==> src/rtl/key_pkg.sv <==
// Shared definitions for the keypad encoder: state encoding, code width and
// the code-to-(row,col) table also used by the scanner-side decoder.
package key_pkg;

    localparam int KEY_CODE_W = 5;

    typedef enum logic [1:0] {
        ST_IDLE  = 2'd0,
        ST_PRESS = 2'd1,
        ST_GAP   = 2'd2
    } key_state_e;

    // Indexed by key code, each entry is {row[1:0], col[1:0]}.
    localparam logic [3:0] KEY_MAP [16] = '{
        4'hD, 4'h0, 4'h1, 4'h2,
        4'h4, 4'h5, 4'h6, 4'h8,
        4'h9, 4'hA, 4'h3, 4'h7,
        4'hB, 4'hF, 4'hC, 4'hE
    };

    function automatic logic [3:0] key_onehot(input logic [1:0] idx);
        return 4'b0001 << idx;
    endfunction

endpackage

==> src/rtl/key_code_map.sv <==
// Combinational key code lookup: codes 16-31 are flagged invalid, 0-15 map
// to a (row, col) position in the 4x4 matrix.
module key_code_map
    import key_pkg::*;
(
    input  logic [KEY_CODE_W-1:0] code,
    output logic                  valid,
    output logic [1:0]            row,
    output logic [1:0]            col
);

    logic [3:0] entry;

    assign entry = KEY_MAP[code[3:0]];
    assign valid = ~code[KEY_CODE_W-1];
    assign row   = entry[3:2];
    assign col   = entry[1:0];

endmodule

==> src/rtl/encoder_key.sv <==
// Keypad emulator: holds one key closed for HOLD_CYCLES, then waits GAP_CYCLES.
// Optional key_abort input is enabled with macro ENCODER_KEY_ABORT_EN.
//
// state    | meaning
// ST_IDLE  | ready for a new key request
// ST_PRESS | key closed, columns answer the matching row drive
// ST_GAP   | key released, waiting before the next request is accepted
module encoder_key
    import key_pkg::*;
#(
    parameter int unsigned HOLD_CYCLES = 1024,
    parameter int unsigned GAP_CYCLES  = 256
) (
    input  logic                  clk,
    input  logic                  rst_n,
    input  logic [KEY_CODE_W-1:0] key_code,
    input  logic                  key_valid,
    output logic                  key_ready,
    input  logic [3:0]            filas,
`ifdef ENCODER_KEY_ABORT_EN
    input  logic                  key_abort,
`endif
    output logic [3:0]            columnas,
    output logic                  busy,
    output logic                  done,
    output logic                  key_err
);

    localparam logic [15:0] HOLD_LOAD = 16'(HOLD_CYCLES - 1);
    localparam logic [15:0] GAP_LOAD  = 16'(GAP_CYCLES - 1);

    key_state_e  state_q, state_d;
    logic [15:0] cnt_q, cnt_d;
    logic [1:0]  row_q, row_d;
    logic [1:0]  col_q, col_d;
    logic        done_q, done_d;
    logic        err_q, err_d;

    logic        map_valid;
    logic [1:0]  map_row;
    logic [1:0]  map_col;
    logic        abort;

`ifdef ENCODER_KEY_ABORT_EN
    assign abort = key_abort;
`else
    assign abort = 1'b0;
`endif

    key_code_map u_map (
        .code  (key_code),
        .valid (map_valid),
        .row   (map_row),
        .col   (map_col)
    );

    always_comb begin
        state_d = state_q;
        cnt_d   = cnt_q;
        row_d   = row_q;
        col_d   = col_q;
        done_d  = 1'b0;
        err_d   = 1'b0;
        case (state_q)
            ST_IDLE: begin
                if (key_valid) begin
                    if (map_valid) begin
                        row_d   = map_row;
                        col_d   = map_col;
                        cnt_d   = HOLD_LOAD;
                        state_d = ST_PRESS;
                    end else begin
                        err_d = 1'b1;
                    end
                end
            end
            ST_PRESS: begin
                if (abort || cnt_q == 16'd0) begin
                    cnt_d   = GAP_LOAD;
                    state_d = ST_GAP;
                end else begin
                    cnt_d = cnt_q - 16'd1;
                end
            end
            ST_GAP: begin
                if (cnt_q == 16'd0) begin
                    state_d = ST_IDLE;
                    done_d  = 1'b1;
                end else begin
                    cnt_d = cnt_q - 16'd1;
                end
            end
            default: state_d = ST_IDLE;
        endcase
    end

    always_ff @(posedge clk or negedge rst_n) begin
        if (!rst_n) begin
            state_q <= ST_IDLE;
            cnt_q   <= 16'd0;
            row_q   <= 2'd0;
            col_q   <= 2'd0;
            done_q  <= 1'b0;
            err_q   <= 1'b0;
        end else begin
            state_q <= state_d;
            cnt_q   <= cnt_d;
            row_q   <= row_d;
            col_q   <= col_d;
            done_q  <= done_d;
            err_q   <= err_d;
        end
    end

    assign key_ready = (state_q == ST_IDLE);
    assign busy      = (state_q == ST_PRESS) || (state_q == ST_GAP);
    assign done      = done_q;
    assign key_err   = err_q;

    // Zero-latency path: the scanner samples columns on the falling edge.
    always_comb begin
        columnas = 4'b0000;
        if (state_q == ST_PRESS && filas == key_onehot(row_q))
            columnas = key_onehot(col_q);
    end

endmodule
==> config.mk <==
export PLATFORM = sky130hd
export DESIGN_NAME = encoder_key
export DESIGN_NICKNAME = d
export VERILOG_FILES = /design/src/rtl/key_pkg.sv /design/src/rtl/key_code_map.sv /design/src/rtl/encoder_key.sv
export SDC_FILE = /design/constraint.sdc
export NUM_CORES = 1
export LEC_CHECK = 0
export ABC_AREA = 1
export CELL_PAD_IN_SITES_DETAIL_PLACEMENT = 1
export CELL_PAD_IN_SITES_GLOBAL_PLACEMENT = 1
export CORE_MARGIN = 1
export CORE_UTILIZATION = 43
export CTS_CLUSTER_DIAMETER = 200
export CTS_CLUSTER_SIZE = 8
export DETAILED_ROUTE_END_ITERATION = 16
export PLACE_DENSITY = 0.81
export SLEW_MARGIN = 20
export SYNTH_ARGS = -nofsm -noshare
export SYNTH_HDL_FRONTEND = slang
export SYNTH_SLANG_ARGS = --single-unit
==> constraint.sdc <==
create_clock -name clk -period 4.3 [get_ports clk]
set_clock_uncertainty 0.05 [all_clocks]
set_input_delay 1.075 -clock clk [delete_from_list [all_inputs] [get_ports clk]]
set_output_delay 1.075 -clock clk [all_outputs]
set_load 0.05 [all_outputs]
## Word level (Yosys, flattened, before mapping)

Memory sizes are Yosys's and may differ from the RTL's. A register that Yosys moved wholly into a read port is not among the register bits.
Index checks and enable logic that the tools add are counted.

| storage, ports and cells | value |
|---|---|
| bits in latches | 0 |
| input port bits | 12 |
| RAM bits | 0 |
| logic and storage cells | 43 |
| bits in read-only memories | 64 |
| memories | 1 |
| bits in registers | 20 |

| operators by class | value |
|---|---|
| multipliers | 0 |
| reductions and logical operators | 9 |
| $lt $le $gt $ge | 0 |
| shifts and indexed selects | 2 |
| divide/modulo/power cells | 0 |
| add/sub/neg operators | 1 |
| bitwise operators | 2 |
| muxes and demuxes | 16 |
| eq/ne operators | 8 |

Memories:

| memory | depth | bits a word | read ports | clocked after memory_dff | wr ports | RTL line | RTL |
|---|---|---|---|---|---|---|---|
| (name not given) | 16 | 4 | 1 | 1 | 0 | key_code_map.sv:14 | `assign entry = KEY_MAP[code[3:0]];` |

Operators by type and width:

| kind | count |
|---|---|
| 16-bit two-way mux | 4 |
| 16-bit one-hot mux with 3 select lines | 1 |
| 16-bit zero test | 1 |
| 16-bit by 1-bit subtractor with 16-bit output, second input constant | 1 |
| 2-bit != test, second input constant | 5 |
| 2-bit two-way mux | 4 |
| 4-bit AND reduction | 2 |
| 1-bit by 2-bit << shifter with 4-bit output, first input constant | 2 |
| 2-bit one-hot mux with 3 select lines | 1 |
| 1-bit two-way mux | 5 |
| 4-bit NOT with 5-bit output | 1 |
| 4-bit equality test | 1 |
| 4-bit two-way mux | 1 |
| 3-bit AND reduction | 1 |
| 3-bit nonzero test | 1 |
| 2-bit by 1-bit equality test with 1-bit output, second input constant | 1 |
| 2-bit equality test, second input constant | 1 |
| 2-bit zero test | 1 |
| 1-bit logical AND | 1 |
| 1-bit zero test | 1 |
| 1-bit logical OR | 1 |
| 1-bit NOT | 1 |

## Longest topological paths before layout

Gate-level depths: netlist of the first run.

| depth | value |
|---|---|
| depth in word-level cells | 4 |
| mapped depth | 11 |
| mapped depth without buffers | 11 |

## By module

A second synthesis of the first run with hierarchy kept.

| second synthesis, totals | value |
|---|---|
| cell total of the unflattened synthesis | 289 |
| area, all modules | 1851.8 um2 |

Modules (own cells, without submodules):

| module | cells each | instances | sequential area each (um2) | area an instance (um2) |
|---|---|---|---|---|
| encoder_key | 262 | 1 | 600.6 | 1740.4 |
| key_code_map | 27 | 1 | 0.0 | 111.4 |

## Worst setup path before layout of the first run

Ideal clock, no wire load.

| path | value |
|---|---|
| path kind | input -> output |
| start point | input filas[1] |
| end point | output columnas[0] |
| required time | 3175 ps |
| setup slack | 767 ps |
| data arrival time | 2408 ps |
| cell stages on the path | 4 |
| cells stage by stage | or2_2 > a221oi_1 > nand3_1 > nor2_1 |

| on the way | value |
|---|---|
| cells in the longest elaborated chain, start to end | 3 |

RTL lines:

| what | RTL line | RTL |
|---|---|---|
| start: declaration | encoder_key.sv:19 | `input logic [3:0] filas,` |
| 4-bit equality test | encoder_key.sv:123 | `if (state_q == ST_PRESS && filas == key_onehot(row_q))` |
| 1-bit logical AND | encoder_key.sv:123 |  |
| 4-bit two-way mux | encoder_key.sv:123 |  |
| end: declaration | encoder_key.sv:23 | `output logic [3:0] columnas,` |

Every way passes these cells.

## Worst setup path in the final report of the first run

Ends and elaborated chain as after synthesis.

==> results of run 1 <==
-- through the flow --
| stage | hold WS (ps) | setup WS (ps) | util [%] | cells |
|---|---|---|---|---|
| after floorplan | 422 | 767 | - | 241 |
| after global placement | 440 | 606 | 53.4 | 307 |
| after detailed placement | 461 | 544 | 53.4 | 307 |
| after CTS | 486 | 554 | 54.9 | 311 |
| after global routing | 506 | 450 | 54.9 | 311 |
| final | 483 | 573 | 54.9 | 311 |
-- worst paths after layout --
kind	depth (start not counted)	end
setup / recovery	6	columnas[0]
hold / removal	2	cnt_q[13]
setup reg to reg	11	cnt_q[10]
hold reg to reg	2	cnt_q[13]
max in group asynchronous	2	col_q[1]
min in group asynchronous	2	cnt_q[14]
-- worst min-delay path, stage by stage, from the launching register on --
cell	delay, ps
dfrtp_1	380
nand2_1	70
nand2_1	60
-- layout make-up --
cell class,count,area [um^2],area share [%]
clock buffer,4,55.1,2.70
inverter,38,145,7.12
multi-input combinational,177,941,46.1
sequential,24,601,29.4
tap,48,60.1,2.94
timing repair buffer,20,238,11.7
-- routing by layer --
layer / wire, um / up-vias / GRT usage, %
met1: 2070 / 763 / 29.3
met5: 0 / - / 0
li1: - / 803 / -
met2: 2180 / 14 / 39.5
met4: 53 / 0 / 7.78
met3: 54 / 5 / 1.94
-- layout by cell type, fill, tap and decap left out, drive strengths merged, types with 2 or more instances in the layout --
cell type and n:
inv 38, o21ai 14, clkdlybuf4s50 15, nand3 15, or2 2, a21oi 5
a31oi 2, xor2 5, nand4 6, clkbuf 4, o211ai 3, dfrtp 24
ha 4, nor3 3, buf 5, a22o 2, nor2 36, nand2 73
xnor2 3
-- state kept, by name, indices dropped and copies added (netlist names) --
register  flops
cnt_q        16
key_err       1
col_q         2
row_q         2
done          1
state_q       2
-- logic make-up after synthesis --
family	Yosys count	share of synthesized area, %
AO/OA/AOI/OAI	28	10.3
XOR/XNOR	8	4.12
adder cells (fa/ha/maj)	4	2.94
buffers and inverters	40	9.41
flip-flops	24	35.3
AND/OR/NAND/NOR	137	37.9
-- power by group --
| part | internal, W | leakage, nW | total [W] | switching (W) |
|---|---|---|---|---|
| logic | 0.000252 | 0.665 | 0.000759 | 0.000506 |
| clock network | 0.0000819 | 0.0288 | 0.000158 | 0.0000763 |
| registers | 0.000304 | 0.294 | 0.000387 | 0.0000823 |
==> results.toml, run 1 <==
[yosys]
synth_edf_count = 0
synthArstFlopShare_pct = 100
ys_ff_latch = 24
yosys-top-cells-area = "dfrtp_1 35%, nand2_1 16%, inv_1 7.7%"
ys_seq_area_share_pct = 35.3
netlist_top_cells_count = "71 x nand2_1, 35 x inv_1, 29 x nor2_1"
ys_types = 34
synth_most_common_cell = "nand2_1"
synth_top_area_share_pct = 35.3
yosys.area.top_type = "dfrtp_1"
synth_ff_type = "dfrtp_1"
syn-num-nets = 257
yosysWarnings = 0
avgSynthCellArea_um2 = 7.06
synthCells = 241
netlist_area_mm2 = 0.00170

[route]
avgRoutedWirePerCell_um = 14.0
first_pass_iters = 4
via_per_inst = 5.10
routed_wl_um = 4350
antenna_left = 0
route.detailed.drc = 0
num_vias = 1585
initialDrtViolationCount = 58

[grt]
grt_usage_pct = 22.8
grt_pass1_wl_um = 7420
antenna_found_initial = 0
overflow = 0
grt_pass1_vias = 1625
grt_max_degree = 25

[die]
pin_count = 20
dieHeight_um = 64.9
std_cell_rows = 22
start_util_pct = 45.8
die_area_mm2 = 0.00421
core_area_mm2 = 0.00372
fp.dieW_um = 64.9

[critical_path]
crit_family = "simple AND/OR/NAND/NOR gates"
slowest_delay_ps = 410
cp_cell_sequence = "clkdlybuf4s50_1 > or2_2 > a221oi_1 > nand3_1 > nor2_1 > buf_12"
critPathSlowestCell = "clkdlybuf4s50_1"
crit_type = "primary input to output pin"
rrSetupSlack_ps = 2040
r2r_start = "state_q[0]"
critPathRequiredTime_ps = 3170
critPathMaxFanout = 4
start_kind = "primary input"
cp-end-kind = "output pin"
crit_arrival_ps = 2600
worstSetupStartpoint = "filas[1]"
crit_buf_inv = 2

[clock_network]
cts.sinks = 24
cts_max_level = 1
post_cts_resized = 0
postCtsHoldBufs = 0
cts_setup_buffers = 0
clk_latency_ps = 270
cts_tree = "yes"
clk_path_buf_depth = 2
cts_made_buffers = 3
root_buffer = "clkbuf_8"
clk_pin_slew_worst_paths_ps = 90

[power_and_ir_drop]
powerDensity_mw_per_mm2 = 639
total_power_w = 0.00130
leakagePower_nw = 0.988
peakVddDrop_mv = 0.301

[placement]
postPlaceCellArea_mm2 = 0.00198
dpl.hpwl_um = 3360
port_buffers = 19
place.gp.congestion = 0.726

[sta]
period_share_pct = 86.7
relSlewSlack_pct = 38.1
max_freq_mhz = 268
setup_viol = 0
report.final.slew_viol_count = 0
finalHoldViolCount = 0
period_needed_ps = 3730
tns_ps = 0
worst_pin_slew_ps = 922
rsz0062_at_grt = "false"

[job]
drv_cap = 0

[finish]
finalNetCount = 280
drive_gt1_share_pct = 11.4
n_antenna_cell = 0
design_area_mm2 = 0.00204
fillers = 483
syn_to_final_growth_pct = 19.9

[min_path]
min_path_type = "flip-flop to flip-flop"
worstHoldStart = "cnt_q[13]"

[run_status]
status = "completed"
(Power assumes the default switching activity.)
==> run 2: changes to the inputs <==
Settings changed: ABC_AREA 1 to unset, CORE_UTILIZATION 43 to 45.
==> run 2 against run 1 <==
Compared with the run above: via count shrank 0.76%; sequential power decreased by 42%; sequential cell count unchanged; routed wire length increased by 4.4%; worst setup slack got worse by 420 ps; maximum frequency is 10% lower; synthesized cell count down 21%; register-to-register slack worse by 390 ps; non-clock buffer count decreased by 1; first-iteration DRC count increased by 29%; largest power group is now registers.
==> results.toml, run 2 <==
[yosys]
ys_seq_area_share_pct = 36.2
netlist_area_mm2 = 0.00166
ys_types = 49
synth_most_common_cell = "dfrtp_1"
yosys.area.top_type = "dfrtp_1"
ys_ff_latch = 24
synth_ff_type = "dfrtp_1"
synth_top_area_share_pct = 36.2
synthArstFlopShare_pct = 100
netlist_top_cells_count = "24 x dfrtp_1, 19 x nand2_1, 16 x a21oi_1"
avgSynthCellArea_um2 = 8.73
synthCells = 190
yosys-top-cells-area = "dfrtp_1 36%, a21oi_1 4.8%, nand2_1 4.3%"
syn-num-nets = 206
synth_edf_count = 0
yosysWarnings = 0

[clock_network]
clk_pin_slew_worst_paths_ps = 80
cts_made_buffers = 3
cts_max_level = 1
cts_setup_buffers = 0
root_buffer = "clkbuf_8"
clk_path_buf_depth = 2
cts.sinks = 24
clk_latency_ps = 270
cts_tree = "yes"

[grt]
grt_pass1_wl_um = 8140
grt_usage_pct = 25.9
antenna_found_initial = 0
grt_max_degree = 25
grt_pass1_vias = 1670
overflow = 0

[finish]
finalNetCount = 223
drive_gt1_share_pct = 12.2
final_cells = 251
top_register = "cnt_q"
final_core_util_pct = 56.3
final_cell_mix = "24 x dfrtp_1, 19 x nand2_1, 16 x a21oi_1, 14 x clkdlybuf4s50_1, 12 x o21ai_0"
final_common_cell = "dfrtp_1"
largest_reg_flops = 16
syn_to_final_growth_pct = 16.9
n_antenna_cell = 0

[power_and_ir_drop]
powerDensity_mw_per_mm2 = 205
leakagePower_nw = 0.748
total_power_w = 0.000398
peakVddDrop_mv = 0.163

[placement]
place.gp.congestion = 0.832
placed_cells = 248
dpl.hpwl_um = 3340
port_buffers = 19

[run_status]
status = "completed"

[critical_path]
slowest_delay_ps = 740
cp-end-kind = "output pin"
start_kind = "primary input"
critPathMaxFanout = 4
crit_type = "primary input to output pin"
critPathRequiredTime_ps = 3170
critPathSlowestCell = "or4b_2"
crit_buf_inv = 2
worstSetupStartpoint = "filas[1]"
cp_cell_sequence = "clkdlybuf4s50_1 > nor3_1 > a21oi_1 > or4b_2 > nor3_1 > buf_12"
r2r_start = "state_q[1]"
crit_arrival_ps = 3030
crit_family = "simple AND/OR/NAND/NOR gates"
cpMostUsedCell = "nor3_1"

[route]
via_per_inst = 6.27
routed_wl_um = 4540
avgRoutedWirePerCell_um = 18.1
initialDrtViolationCount = 75
antenna_left = 0
num_vias = 1573
first_pass_iters = 4
route.detailed.drc = 0

[sta]
relSlewSlack_pct = 46.5
finalHoldViolCount = 0
period_share_pct = 96.5
report.final.slew_viol_count = 0
worst_pin_slew_ps = 800
tns_ps = 0
hold_ws_ps = 445
period_needed_ps = 4150
setup_viol = 0
max_freq_mhz = 241
rsz0062_at_grt = "false"

[die]
std_cell_rows = 21
start_util_pct = 48.2
pin_count = 20
fp.dieW_um = 62.7
dieHeight_um = 62.7
core_area_mm2 = 0.00344
die_area_mm2 = 0.00393

[min_path]
min_path_type = "flip-flop to flip-flop"
worstHoldStart = "cnt_q[14]"

[job]
drv_cap = 0
## run 2: cell types whose count changed after synthesis, moves of 6 or more
cell	delta
nor2_1	-18
nand2b_1	+6
nand3_1	-8
a21oi_1	+11
nor3_1	+7
inv_1	-24
nand2_1	-52
## run 2: cell families (layout without fill, tap and decap cells)
logic type	Yosys count	count (layout)	synth area share, %
compound gates	68	68	28.4
buf+inv	18	33	5.43
fa+ha+maj	4	4	3.02
flops	24	24	36.2
simple gates	76	76	26.9
## run 2: layer usage
metal  up-vias  track usage [%]  share of wire, %  wire length [um]
met5         -                0                 0                 0
met4         0             5.23              0.51                23
met3         4             4.74               3.4               153
met2        30             45.0                51              2320
met1       796             33.3                45              2040
li1        743                -                 -                 -
## run 2: through the flow
step / instance area (um^2) / setup slack, ps
global placement: 1900 / 237
CTS: 1940 / 131
global route: 1940 / 31.9
floorplan: 1660 / 127
finish: 1940 / 150
detailed placement: 1900 / 140
## run 2: worst paths after layout
path	end	slack, ps	depth (start not counted)
worst max-delay path	columnas[2]	150	6
max in group asynchronous	cnt_q[14]	3090	1
min in group asynchronous	cnt_q[3]	730	1
worst min register to register	cnt_q[14]	440	1
worst max register to register	cnt_q[6]	1650	7
worst min-delay path	cnt_q[14]	440	1
## run 2: repair_timing
action	CTS	global route
gates resized for setup	0	1
hold buffers	0	0
endpoints found under the setup margin	0	1
## run 2: final cells by class
| class | count | area (um^2) |
|---|---|---|
| Fill cell | 409 | 1500 |
| Multi-Input combinational cell | 148 | 973 |
| Sequential cell | 24 | 601 |
| Timing Repair Buffer | 19 | 225 |
| Tap cell | 46 | 57.6 |
| Clock buffer | 3 | 41.3 |
| Inverter | 11 | 41.3 |
## run 2: report_power, final
group | internal [W] | switching (W) | total, W
clock | 0.0000629 | 0.0000737 | 0.000137
sequential | 0.000225 | 0 | 0.000225
combinational | 0.0000160 | 0.0000200 | 0.0000360
total | 0.000304 | 0.0000937 | 0.000398
==> run 3: changes to the inputs <==
Settings changed: CORE_ASPECT_RATIO set to 0.6, MAX_ROUTING_LAYER set to met4.
==> run 3 against run 2 <==
Compared with the run above: non-clock buffer count unchanged; maximum frequency fell by 1.8%; core utilization grew 0.94 points; power up 0.14%; clock power is essentially flat; worst setup slack worse by 76 ps; worst hold slack got worse by 5.7 ps; final area about the same; cell count is 0.40% lower; global-route usage down 0.31 points; sequential share of layout area hardly changed; largest cell class unchanged.
==> results.toml, run 3 (same netlist as run 2, synthesis figures left out) <==
[run_status]
status = "completed"

[critical_path]
cp-end-kind = "output pin"
critPathMaxFanout = 4
rrSetupSlack_ps = 1600
critPathRequiredTime_ps = 3170
crit_type = "primary input to output pin"
start_kind = "primary input"
rr_endpoint = "cnt_q[8]"
crit_arrival_ps = 3100
r2r_start = "state_q[0]"
worst_r2r_path_depth = 7

[grt]
grt_max_degree = 25
overflow = 0
grt_usage_pct = 25.5
grt_pass1_wl_um = 7620
antenna_found_initial = 0
grt_pass1_vias = 1516

[finish]
n_antenna_cell = 0
final_cell_mix = "24 x dfrtp_1, 19 x nand2_1, 16 x a21oi_1, 14 x clkdlybuf4s50_1, 12 x o21ai_0"
largest_reg_flops = 16
final_core_util_pct = 57.3
drive_gt1_share_pct = 12.2
fillers = 393
top_register = "cnt_q"
multi_input_area_um2 = 973
final_common_cell = "dfrtp_1"
regArea_um2 = 601
syn_to_final_growth_pct = 16.8
finalNetCount = 223

[route]
route.detailed.drc = 0
routed_wl_um = 4500
via_per_inst = 6.07
num_vias = 1518
antenna_left = 0
first_pass_iters = 4
initialDrtViolationCount = 115
avgRoutedWirePerCell_um = 18.0

[power_and_ir_drop]
peakVddDrop_mv = 0.103
powerDensity_mw_per_mm2 = 206
leakagePower_nw = 0.748

[job]
drv_cap = 0

[sta]
setup_viol = 0
max_freq_mhz = 237
report.final.slew_viol_count = 0
tns_ps = 0
finalHoldViolCount = 0
period_share_pct = 98.3
worst_pin_slew_ps = 811
period_needed_ps = 4230
relSlewSlack_pct = 45.8
rsz0062_at_grt = "false"

[placement]
place.gp.congestion = 0.842
dpl.hpwl_um = 3550
port_buffers = 19

[min_path]
worstHoldStart = "cnt_q[14]"
min_path_type = "flip-flop to flip-flop"
whs_endpoint = "cnt_q[14]"
hold_path_depth = 1

[die]
start_util_pct = 49.0
die_area_mm2 = 0.00394
core_area_mm2 = 0.00338
pin_count = 20
dieHeight_um = 49.0
fp.dieW_um = 80.4
std_cell_rows = 16

[clock_network]
cts.sinks = 24
cts_made_buffers = 3
cts_max_level = 1
clk_latency_ps = 270
clk_pin_slew_worst_paths_ps = 80
root_buffer = "clkbuf_8"
cts_setup_buffers = 0
cts_tree = "yes"
clk_path_buf_depth = 2
==> run 3: cell type report <==
cell class / count / area share [%]
well taps: 45 / 2.91
repair buffers: 19 / 11.6
inverters: 11 / 2.13
multi-input cells: 148 / 50.2
clock buffers: 3 / 2.13
flip-flops and latches: 24 / 31.0
==> run 3: report_power, final <==
| group | internal, W | leakage (nW) | total [W] | switching [W] |
|---|---|---|---|---|
| logic | 0.0000160 | 0.447 | 0.0000366 | 0.0000206 |
| registers | 0.000225 | 0.279 | 0.000225 | 0 |
| clock network | 0.0000629 | 0.0216 | 0.000137 | 0.0000736 |
| total | 0.000304 | 0.748 | 0.000399 | 0.0000942 |
==> run 3: timing repair <==
item | in CTS | in global routing
hold buffers | 0 | 0
endpoints found under the setup margin | 0 | 1
resized for setup | 0 | 1
==> run 3: per-layer routing <==
| layer | track usage, % | wire, um |
|---|---|---|
| met5 | - | 0 |
| met4 | 2.38 | 17 |
| met3 | 4.67 | 179 |
| met2 | 37.3 | 2020 |
| met1 | 38.0 | 2290 |
==> run 3: worst max path at each step <==
| stage | endpoint | startpoint | cells after the start | slack (ps) |
|---|---|---|---|---|
| 2_1_floorplan | columnas[0] | filas[3] | 4 | 130 |
| 3_3_place_gp | columnas[0] | filas[1] | 6 | 230 |
| 3_5_place_dp | columnas[2] | filas[3] | 6 | 40 |
| 4_1_cts | columnas[2] | filas[3] | 6 | 50 |
| 5_1_grt | columnas[3] | filas[3] | 6 | 20 |
| 6_report | columnas[3] | filas[3] | 6 | 70 |
==> run 3: per-stage QoR <==
step	area, um^2	hold slack [ps]	total power, W	setup slack, ps	std cells
2_1_floorplan	1660	402	0.000245	127	190
3_3_place_gp	1900	425	0.000265	232	247
3_5_place_dp	1900	429	0.000267	37.1	247
4_1_cts	1940	441	0.000407	51.0	250
5_1_grt	1940	474	0.000414	15.2	250
6_report	1940	439	0.000399	74.0	250
==> run 3: worst max-delay path: stages <==
cell and delay (ps):
clkdlybuf4s50_1 450, o21ai_0 200, a21oi_1 90, or4b_2 740, nor3_1 350, buf_12 190
